## src/rtl/multi_freq_divider.sv

```systemverilog
// multi_freq_divider: CHANNELS independent programmable clock-enable dividers.
// Each channel produces a registered divided waveform (clk_out) and a one-cycle
// tick at every period start. New period/high values arrive on a valid/ready
// port. They are held pending and become active only at that channel's next
// period boundary, so a period in progress is never cut short or stretched.
// Optional feature macro: FREQDIV_SYNC_EN adds sync_in, which restarts every
// enabled channel on the same edge.
module multi_freq_divider #(
  parameter int CHANNELS       = 2,
  parameter int WIDTH          = 16,
  parameter int DEFAULT_PERIOD = 5208,
  parameter int DEFAULT_HIGH   = 2604
) (
  input  logic                         clk,
  input  logic                         Reset,
`ifdef FREQDIV_SYNC_EN
  input  logic                         sync_in,
`endif
  input  logic [CHANNELS-1:0]          enable,
  input  logic                         cfg_valid,
  input  logic [((CHANNELS > 1) ? $clog2(CHANNELS) : 1)-1:0] cfg_chan,
  input  logic [WIDTH-1:0]             cfg_period,
  input  logic [WIDTH-1:0]             cfg_high,
  output logic                         cfg_ready,
  output logic [CHANNELS-1:0]          clk_out,
  output logic [CHANNELS-1:0]          tick
);

  localparam int CW = (CHANNELS > 1) ? $clog2(CHANNELS) : 1;

  logic [CHANNELS-1:0] w_pend;
  logic [CHANNELS-1:0] w_accept;
  logic                w_ready;
  logic [WIDTH-1:0]    w_san_period;
  logic [WIDTH-1:0]    w_san_high;

  // Ready reflects the addressed channel's pending flag; unknown channels
  // always look ready and their writes are simply not latched anywhere.
  always_comb begin
    w_ready  = 1'b1;
    w_accept = '0;
    for (int unsigned i = 0; i < CHANNELS; i++) begin
      if (cfg_chan == CW'(i)) begin
        w_ready     = ~w_pend[i];
        w_accept[i] = cfg_valid & ~w_pend[i];
      end
    end
  end

  assign cfg_ready = w_ready;

  // Clamp requested values so every active config is a legal waveform:
  // period of at least 2 and high time strictly below the period.
  always_comb begin
    w_san_period = (cfg_period < WIDTH'(2)) ? WIDTH'(2) : cfg_period;
    w_san_high   = (cfg_high >= w_san_period) ? (w_san_period - WIDTH'(1)) : cfg_high;
  end

  for (genvar g = 0; g < CHANNELS; g++) begin : g_chan
    logic [WIDTH-1:0] r_cnt;
    logic [WIDTH-1:0] r_period;
    logic [WIDTH-1:0] r_high;
    logic [WIDTH-1:0] r_pend_period;
    logic [WIDTH-1:0] r_pend_high;
    logic             r_pend;
    logic             r_clk;
    logic             r_tick;

    logic             w_wrap;
    logic             w_sync;
    logic             w_apply;
    logic [WIDTH-1:0] w_period_n;
    logic [WIDTH-1:0] w_high_n;
    logic [WIDTH-1:0] w_cnt_n;

    // Next-state for one channel. A disabled channel parks its counter on the
    // last count so the first enabled edge wraps and opens a full period.
    always_comb begin
`ifdef FREQDIV_SYNC_EN
      w_sync = sync_in & enable[g];
`else
      w_sync = 1'b0;
`endif
      w_wrap     = (r_cnt >= (r_period - WIDTH'(1)));
      w_apply    = r_pend & (~enable[g] | w_wrap | w_sync);
      w_period_n = w_apply ? r_pend_period : r_period;
      w_high_n   = w_apply ? r_pend_high   : r_high;
      if (!enable[g]) begin
        w_cnt_n = w_period_n - WIDTH'(1);
      end else if (w_sync || w_wrap) begin
        w_cnt_n = '0;
      end else begin
        w_cnt_n = r_cnt + WIDTH'(1);
      end
    end

    // Channel state: counter, active/pending config and registered outputs.
    always_ff @(posedge clk or negedge Reset) begin
      if (!Reset) begin
        r_cnt         <= WIDTH'(DEFAULT_PERIOD - 1);
        r_period      <= WIDTH'(DEFAULT_PERIOD);
        r_high        <= WIDTH'(DEFAULT_HIGH);
        r_pend_period <= '0;
        r_pend_high   <= '0;
        r_pend        <= 1'b0;
        r_clk         <= 1'b0;
        r_tick        <= 1'b0;
      end else begin
        r_cnt    <= w_cnt_n;
        r_period <= w_period_n;
        r_high   <= w_high_n;
        r_clk    <= enable[g] & (w_cnt_n < w_high_n);
        r_tick   <= enable[g] & (w_wrap | w_sync);
        // Accept and apply never coincide: accept needs pending clear,
        // apply needs it set.
        if (w_accept[g]) begin
          r_pend        <= 1'b1;
          r_pend_period <= w_san_period;
          r_pend_high   <= w_san_high;
        end else if (w_apply) begin
          r_pend <= 1'b0;
        end
      end
    end

    assign w_pend[g]  = r_pend;
    assign clk_out[g] = r_clk;
    assign tick[g]    = r_tick;
  end

endmodule

```

## config.mk

```make
export PLATFORM = sky130hd
export DESIGN_NAME = multi_freq_divider
export DESIGN_NICKNAME = d
export VERILOG_FILES = /design/src/rtl/multi_freq_divider.sv
export SDC_FILE = /design/constraint.sdc
export NUM_CORES = 1
export LEC_CHECK = 0
export BUFFER_PORTS_ARGS = -buffer_cell sky130_fd_sc_hd__buf_2
export CORE_MARGIN = 2
export CORE_UTILIZATION = 40
export CTS_CLUSTER_DIAMETER = 200
export DETAILED_ROUTE_END_ITERATION = 8
export SETUP_SLACK_MARGIN = 0.4
export SLEW_MARGIN = 20
export SYNTH_ARGS = -nofsm -noshare
export SYNTH_HDL_FRONTEND = slang
export SYNTH_SLANG_ARGS = --single-unit
```

## constraint.sdc

```tcl
create_clock -name clk -period 10.7 [get_ports clk]
set_input_delay 1.605 -clock clk [delete_from_list [all_inputs] [get_ports clk]]
set_output_delay 1.605 -clock clk [all_outputs]
set_load 0.05 [all_outputs]
```

==> results of run 1 <==
[metal layers]
layer | global-route usage (%) | wire (µm) | vias to the layer above
met5 | 0 | 0 | -
met4 | 6.482 | 486 | 0
met3 | 3.064 | 1279 | 29
met2 | 34.17 | 13050 | 208
met1 | 31.53 | 13460 | 3932
li1 | - | - | 3961
[through the flow]
step | setup slack (ns) | instance area (µm²) | power, mW
floorplan | 4.143 | 10370 | 2.432
global placement | 3.427 | 10850 | 2.909
detailed placement | 3.340 | 10850 | 2.933
CTS | 3.315 | 11430 | 3.554
global route | 2.712 | 11460 | 3.847
finish | 3.318 | 11460 | 3.544
[kinds of logic after synthesis]
| family | count (synthesis) |
|---|---|
| xor+xnor | 91 |
| fa+ha+maj | 85 |
| mux | 76 |
| flops | 166 |
| buf+inv | 110 |
| compound gates | 216 |
| simple gates | 366 |
[sequential cells by signal, summed over array words and instances (netlist names)]
signal                count
g_chan.r_high            32
g_chan.r_pend             2
g_chan.r_pend_high       32
g_chan.r_pend_period     32
g_chan.r_period          32
g_chan.r_clk              2
g_chan.r_tick             2
g_chan.r_cnt             32
[cell type report]
type | instances | area [µm²] | share of cell area (%)
Multi-Input combinational cell | 834 | 5764 | 50.30
Sequential cell | 166 | 4197 | 36.62
Clock buffer | 17 | 425.4 | 3.712
Tap cell | 330 | 412.9 | 3.603
Timing Repair Buffer | 47 | 257.7 | 2.249
Inverter | 65 | 244.0 | 2.129
Clock inverter | 15 | 158.9 | 1.387
[synth_stat cells, types with 4 or more instances]
| cell | instances |
|---|---|
| nand4_1 | 19 |
| or4_1 | 9 |
| a21oi_1 | 32 |
| buf_2 | 9 |
| buf_4 | 4 |
| o221ai_1 | 4 |
| nor2b_1 | 5 |
| mux2_2 | 17 |
| o21ai_0 | 85 |
| nor4_1 | 10 |
| nor3_1 | 30 |
| o211ai_1 | 13 |
| a21o_1 | 18 |
| and3_1 | 10 |
| dfrtp_1 | 132 |
| o21a_1 | 12 |
| inv_1 | 63 |
| nor2_1 | 55 |
| xnor2_1 | 49 |
| or3_1 | 6 |
| dfstp_2 | 34 |
| ha_1 | 85 |
| nand2_1 | 173 |
| a211oi_1 | 4 |
| clkbuf_1 | 27 |
| xor2_1 | 42 |
| mux2i_1 | 57 |
| nand3_1 | 30 |
| o22ai_1 | 20 |
[how the worst min path moves through the flow]
stage / cells past startpoint / slack, ns / end / start
final: 2 / 0.48 / g_chan[1].r_pend_high[12]$_DFFE_PN0P_ / g_chan[1].r_pend_high[12]$_DFFE_PN0P_
after global routing: 2 / 0.50 / g_chan[1].r_period[4]$_DFF_PN1_ / g_chan[1].r_period[4]$_DFF_PN1_
after CTS: 2 / 0.49 / g_chan[1].r_pend_high[6]$_DFFE_PN0P_ / g_chan[1].r_pend_high[6]$_DFFE_PN0P_
after detailed placement: 2 / 0.47 / g_chan[1].r_pend_high[6]$_DFFE_PN0P_ / g_chan[1].r_pend_high[6]$_DFFE_PN0P_
after global placement: 2 / 0.46 / g_chan[1].r_pend_high[1]$_DFFE_PN0P_ / g_chan[1].r_pend_high[1]$_DFFE_PN0P_
after floorplan: 2 / 0.45 / g_chan[1].r_pend_high[0]$_DFFE_PN0P_ / g_chan[1].r_pend_high[0]$_DFFE_PN0P_
[report_power, final]
part	total, mW	internal, mW	switching, mW
Sequential	1.21	0.928	0.282
Clock	0.606	0.312	0.294
Combinational	1.73	0.718	1.01
Total	3.54	1.96	1.59
[worst reg2reg max path, stage by stage (launching register included)]
cell	delay (ns)
dfrtp_1	0.44
or3_1	0.40
nand4b_1	0.29
or3_1	0.49
nor3_1	0.21
xnor2_1	0.12
ha_1	0.30
nand4_1	0.14
nor2_1	0.16
nand4_1	0.15
o2111a_1	0.34
a21oi_2	0.33
buf_4	0.33
a21oi_1	0.11
ha_1	0.26
nor2b_1	0.18
nand3_1	0.18
or4_1	0.14
a21oi_1	0.05
or4_1	0.47
o211ai_1	0.16
ha_1	0.31
a21o_1	0.16
a211oi_1	0.24
o21ai_0	0.13
a2111oi_0	0.77
o221a_2	0.33
a22o_1	0.11
==> flow_metrics.tcl, run 1 <==
set metrics [dict create \
    crit_arrival_ns 7.75 \
    critPathMaxFanout 22 \
    slew_headroom_pct 26.45 \
    path_buf_inv 1 \
    clockRootBuffer "clkbuf_16" \
    area_delta_synth_final_pct 10.52 \
    path_class "flop to flop" \
    syn_nets 1233 \
    setup_viol 0 \
    clk_latency_ns 0.43 \
    post-place-cells 1442 \
    reg2reg_setup_slack_ns 3.32 \
    start_util_pct 40.94 \
    cap_viol_max_count 0 \
    fmax_mhz 135.5 \
    slowest_delay_ns 0.77 \
    power.density_nw_per_um2 309.2 \
    synth_area_um2 10370 \
    synth_xor_area_share_pct 7.687 \
    setup_tns_ns 0 \
    yosys_register_bits 166 \
    fin_crit_ns 7.382 \
    async_flop_share_pct 100.0 \
    rows 58 \
    holdWs_ns 0.4840 \
    synth_top_area_cell "dfrtp_1" \
    drt-initial-drc-count 515 \
    synth-main-ff-cell "dfrtp_1" \
    wl_per_cell_um 19.19 \
    track_usage_pct 21.88 \
    n_fill_cell 2415 \
    drv_slew 0 \
    gp_congestion 0.8701 \
    die_area_um2 27230 \
    worstReg2RegStart "g_chan[1].r_period[5]$_DFF_PN0_" \
    tightestPinTransition_ns 1.103 \
    p_leak_nw 5.313 \
    synth_top_family_by_area "simple AND/OR/NAND/NOR gates" \
    cp_slowest_cell "a2111oi_0" \
    io_buffers 42 \
    start_kind "flop" \
    firstDrtPassIters 5 \
    grt_max_degree 85 \
    synth-warning-count 0 \
    antenna_found_initial 0 \
    final_cell_mix "173 x nand2_1, 132 x dfrtp_1, 85 x o21ai_0, 85 x ha_1, 63 x inv_1" \
    ctsHoldBuffers 0 \
    end_kind "flop" \
    crit_end "g_chan[1].r_clk$_DFF_PN0_" \
    fin_cells 1474 \
    core_area_um2 25330 \
    post_cts_buffers 0 \
    final_util_pct 45.25 \
    drive_gt1_share_pct 12.85 \
    ys_seq_area_share_pct 40.47 \
    grt_pass1_vias 8088 \
    rsz0062_at_grt "no" \
    clockBufferDepth 2 \
    skew_ns 0.01568 \
    min_path_type "flop to flop" \
    drc_errors 0 \
    cts.sinks 166 \
    final_nets 1254 \
    crit_family "simple AND/OR/NAND/NOR gates" \
    synth_cells 1110 \
    grt_overflow 0 \
    cts_tree "yes" \
    finalHoldViolCount 0 \
    die_h_um 165 \
    worstSetupStartpoint "g_chan[1].r_period[5]$_DFF_PN0_" \
    synth_area_per_cell_um2 9.341 \
    cts_htree_levels 4 \
    vias 8130 \
    synth_edf_count 0 \
    cts_resized 0 \
    synthSimpleGateAreaFrac_pct 16.50 \
    critical_path_depth 27 \
    hpwl_um 21150 \
    die_x_um 165 \
    ant_nets 0 \
    required_ns 11.06 \
    synth_top_cells_by_area "dfrtp_1 32%, ha_1 10%, dfstp_2 8.6%" \
    ir_drop_mv 0.1578 \
    grt_pass1_wl_um 45280 \
    synth-compound-area-share_pct 13.07 \
    ys_types 62 \
    diodes 0 \
    yosys.area.top_type_share_pct 31.86 \
    avgViaCountPerCell 5.516 \
    layout_commonest_cell "nand2_1" \
    io_pins 43 \
    wl_um 28280 \
    synthAdderAreaFrac_pct 10.26 \
    numCtsBuffers 17 \
    fin_crit_sh_pct 68.99 \
    synthMuxAreaShare_pct 7.638 \
    status "complete, no violations" \
    path_clk_slew_ns 0.07 \
    r2r-end "g_chan[1].r_clk$_DFF_PN0_" \
    r2r_cells 27 \
    cpMostUsedCell "ha_1" \
]
No activity file was read; power rests on OpenSTA's default activity.
==> inputs of run 2 (changes only) <==
--- a/config.mk
+++ b/config.mk
@@ -5,6 +5,7 @@
 export SDC_FILE = /design/constraint.sdc
 export NUM_CORES = 1
 export LEC_CHECK = 0
+export ABC_AREA = 1
 export BUFFER_PORTS_ARGS = -buffer_cell sky130_fd_sc_hd__buf_2
 export CORE_MARGIN = 2
 export CORE_UTILIZATION = 40
==> constraint.sdc (replaced) <==
create_clock -name clk -period 7.24 [get_ports clk]
set_input_delay 1.086 -clock clk [delete_from_list [all_inputs] [get_ports clk]]
set_output_delay 1.086 -clock clk [all_outputs]
set_load 0.05 [all_outputs]
==> flow_metrics.tcl, run 2 <==
set metrics [dict create \
    status "complete, no violations" \
    cts_tree "yes" \
    ctsHoldBuffers 0 \
    cp_slowest_cell "dfrtp_1" \
    core_area_um2 25840 \
    die_x_um 165.7 \
    drc_errors 0 \
    hpwl_um 20120 \
    synth-main-ff-cell "dfrtp_1" \
    combinationalPowerShare_pct 50.2 \
    setup_tns_ns 0 \
    yosys.area.top_type_share_pct 31.59 \
    synth_edf_count 0 \
    power.density_nw_per_um2 463.6 \
    switching_share_pct 44.23 \
    setup_viol 0 \
    clock_power_share_pct 18.6 \
    path_clk_slew_ns 0.06 \
    cap_viol_max_count 0 \
    final_area_um2 11570 \
    intPower_mw 2.991 \
    end_kind "flop" \
    die_h_um 165.7 \
    clk_latency_ns 0.43 \
    grt_pass1_wl_um 43350 \
    path_class "flop to flop" \
    p_leak_nw 5.743 \
    placed_area_um2 10920 \
    cts_resized 0 \
    finalHoldViolCount 0 \
    io_buffers 42 \
    antenna_found_initial 0 \
    synth_top_area_cell "dfrtp_1" \
    required_ns 7.59 \
    critPathMaxFanout 28 \
    synth.cells.most_frequent "305 x nand2_1, 174 x inv_1, 133 x o21ai_0" \
    firstDrtPassIters 6 \
    rsz0062_at_grt "no" \
    final_cell_mix "305 x nand2_1, 173 x inv_1, 133 x o21ai_0" \
    synth_area_per_cell_um2 7.921 \
    layout_commonest_cell "nand2_1" \
    fin_crit_sh_pct 83.71 \
    die_area_um2 27450 \
    async_flop_share_pct 100.0 \
    wl_per_cell_um 15.50 \
    synth_cells 1320 \
    power_switching_mw 2.372 \
    ant_nets 0 \
    area_delta_synth_final_pct 10.61 \
    synth_top_cells_by_area "dfrtp_1 32%, nand2_1 11%, ha_1 10%" \
    ys_types 43 \
    synth-warning-count 0 \
    ys_seq_area_share_pct 40.13 \
    diodes 0 \
    tightestPinTransition_ns 0.9728 \
    final_nets 1470 \
    avgViaCountPerCell 4.986 \
    drv_slew 0 \
    numCtsBuffers 17 \
    io_pins 43 \
    gp_congestion 0.8709 \
    drt-initial-drc-count 618 \
    cts_htree_levels 4 \
    slew_headroom_pct 35.15 \
    grt_overflow 0 \
    track_usage_pct 19.68 \
    slowest_delay_ns 0.42 \
    clockRootBuffer "clkbuf_16" \
    grt_max_degree 103 \
    wl_um 26270 \
    fmax_mhz 165.0 \
    post_cts_buffers 0 \
    yosysMostFrequentCell "nand2_1" \
    crit_arrival_ns 6.41 \
    p_seq_share_pct 31.3 \
    ir_drop_mv 0.1729 \
    synth_area_um2 10460 \
    syn_nets 1443 \
    start_util_pct 40.47 \
    grt_pass1_vias 8317 \
    hold_depth 2 \
    r2r_cells 34 \
    cts.sinks 166 \
    yosys_register_bits 166 \
    start_kind "flop" \
    rows 59 \
    skew_ns 0.01068 \
    drive_gt1_share_pct 14.85 \
    vias 8452 \
    fin_crit_ns 6.061 \
    min_path_type "flop to flop" \
    clockBufferDepth 2 \
]
-- run 2: cell types whose count changed after synthesis, moves of 37 or more --
cell / delta
inv_1: +111
mux2i_1: -56
nand2_1: +132
nand3_1: +43
o21ai_0: +48
xnor2_1: -37
-- run 2: critical path, delay by kind of cell, from the launching register on --
family	cells	cell delay, ns
simple gates	20	3.40
fa+ha+maj	3	0.76
compound gates	5	0.72
buf+inv	5	0.51
flops	1	0.42
xor+xnor	1	0.15
-- run 2: stage by stage --
stage	utilization, %	hold slack (ns)	worst slack [ns]	cells	total power [mW]
after floorplan	-	0.4386	2.502	1320	3.700
after global placement	42.26	0.4606	1.202	1663	4.315
after detailed placement	42.26	0.4568	1.153	1663	4.370
after CTS	44.75	0.4801	1.130	1695	5.397
after global routing	44.77	0.4980	0.5043	1695	5.915
final	44.77	0.4820	1.179	1695	5.363
-- run 2: power groups by stage --
| stage | clock network [mW] | logic (mW) | registers [mW] |
|---|---|---|---|
| 4_1_cts | 1.01 | 2.70 | 1.68 |
| 3_5_place_dp | 0 | 2.68 | 1.69 |
| 3_3_place_gp | 0 | 2.62 | 1.69 |
| 5_1_grt | 1.06 | 3.13 | 1.73 |
| 2_1_floorplan | 0 | 2.11 | 1.59 |
| 6_report | 0.995 | 2.69 | 1.68 |
-- run 2: layout make-up --
type | count | area [µm²]
fillers | 2616 | 14270
multi-input cells | 933 | 5374
flip-flops and latches | 166 | 4197
inverters | 183 | 686.9
clock buffers | 23 | 467.9
well taps | 335 | 419.2
repair buffers | 46 | 246.5
clock inverters | 9 | 175.2
-- run 2: final timing paths --
path / startpoint / to / slack [ns]
setup reg to reg: g_chan[1].r_period[2]$_DFF_PN0_ / g_chan[1].r_clk$_DFF_PN0_ / 1.18
hold reg to reg: g_chan[1].r_pend_period[15]$_DFFE_PN0P_ / g_chan[1].r_pend_period[15]$_DFFE_PN0P_ / 0.48
setup / recovery: g_chan[1].r_period[2]$_DFF_PN0_ / g_chan[1].r_clk$_DFF_PN0_ / 1.18
min in group asynchronous: Reset / g_chan[1].r_pend_period[15]$_DFFE_PN0P_ / 0.78
max in group asynchronous: Reset / g_chan[1].r_pend_high[8]$_DFFE_PN0P_ / 5.01
hold / removal: g_chan[1].r_pend_period[15]$_DFFE_PN0P_ / g_chan[1].r_pend_period[15]$_DFFE_PN0P_ / 0.48
-- run 2: kinds of logic (layout without fill, tap and decap cells) --
family          count (synthesis)  after routing  synth area share, %
simple gates                  563            563                24.27
buf+inv                       221            261                8.520
compound gates                224            224                11.79
xor+xnor                       60             60                5.026
mux                             1              1              0.09573
flops                         166            166                40.13
fa+ha+maj                      85             85                10.17
-- run 2: routing by layer --
layer  vias up  track usage, %  part of all wire [%]
li1       4319               -                     -
met1      3940           28.49                    50
met2       174           31.16                    45
met3        19           2.915                   3.5
met4         0           4.726                   1.4
met5         -               0                     0
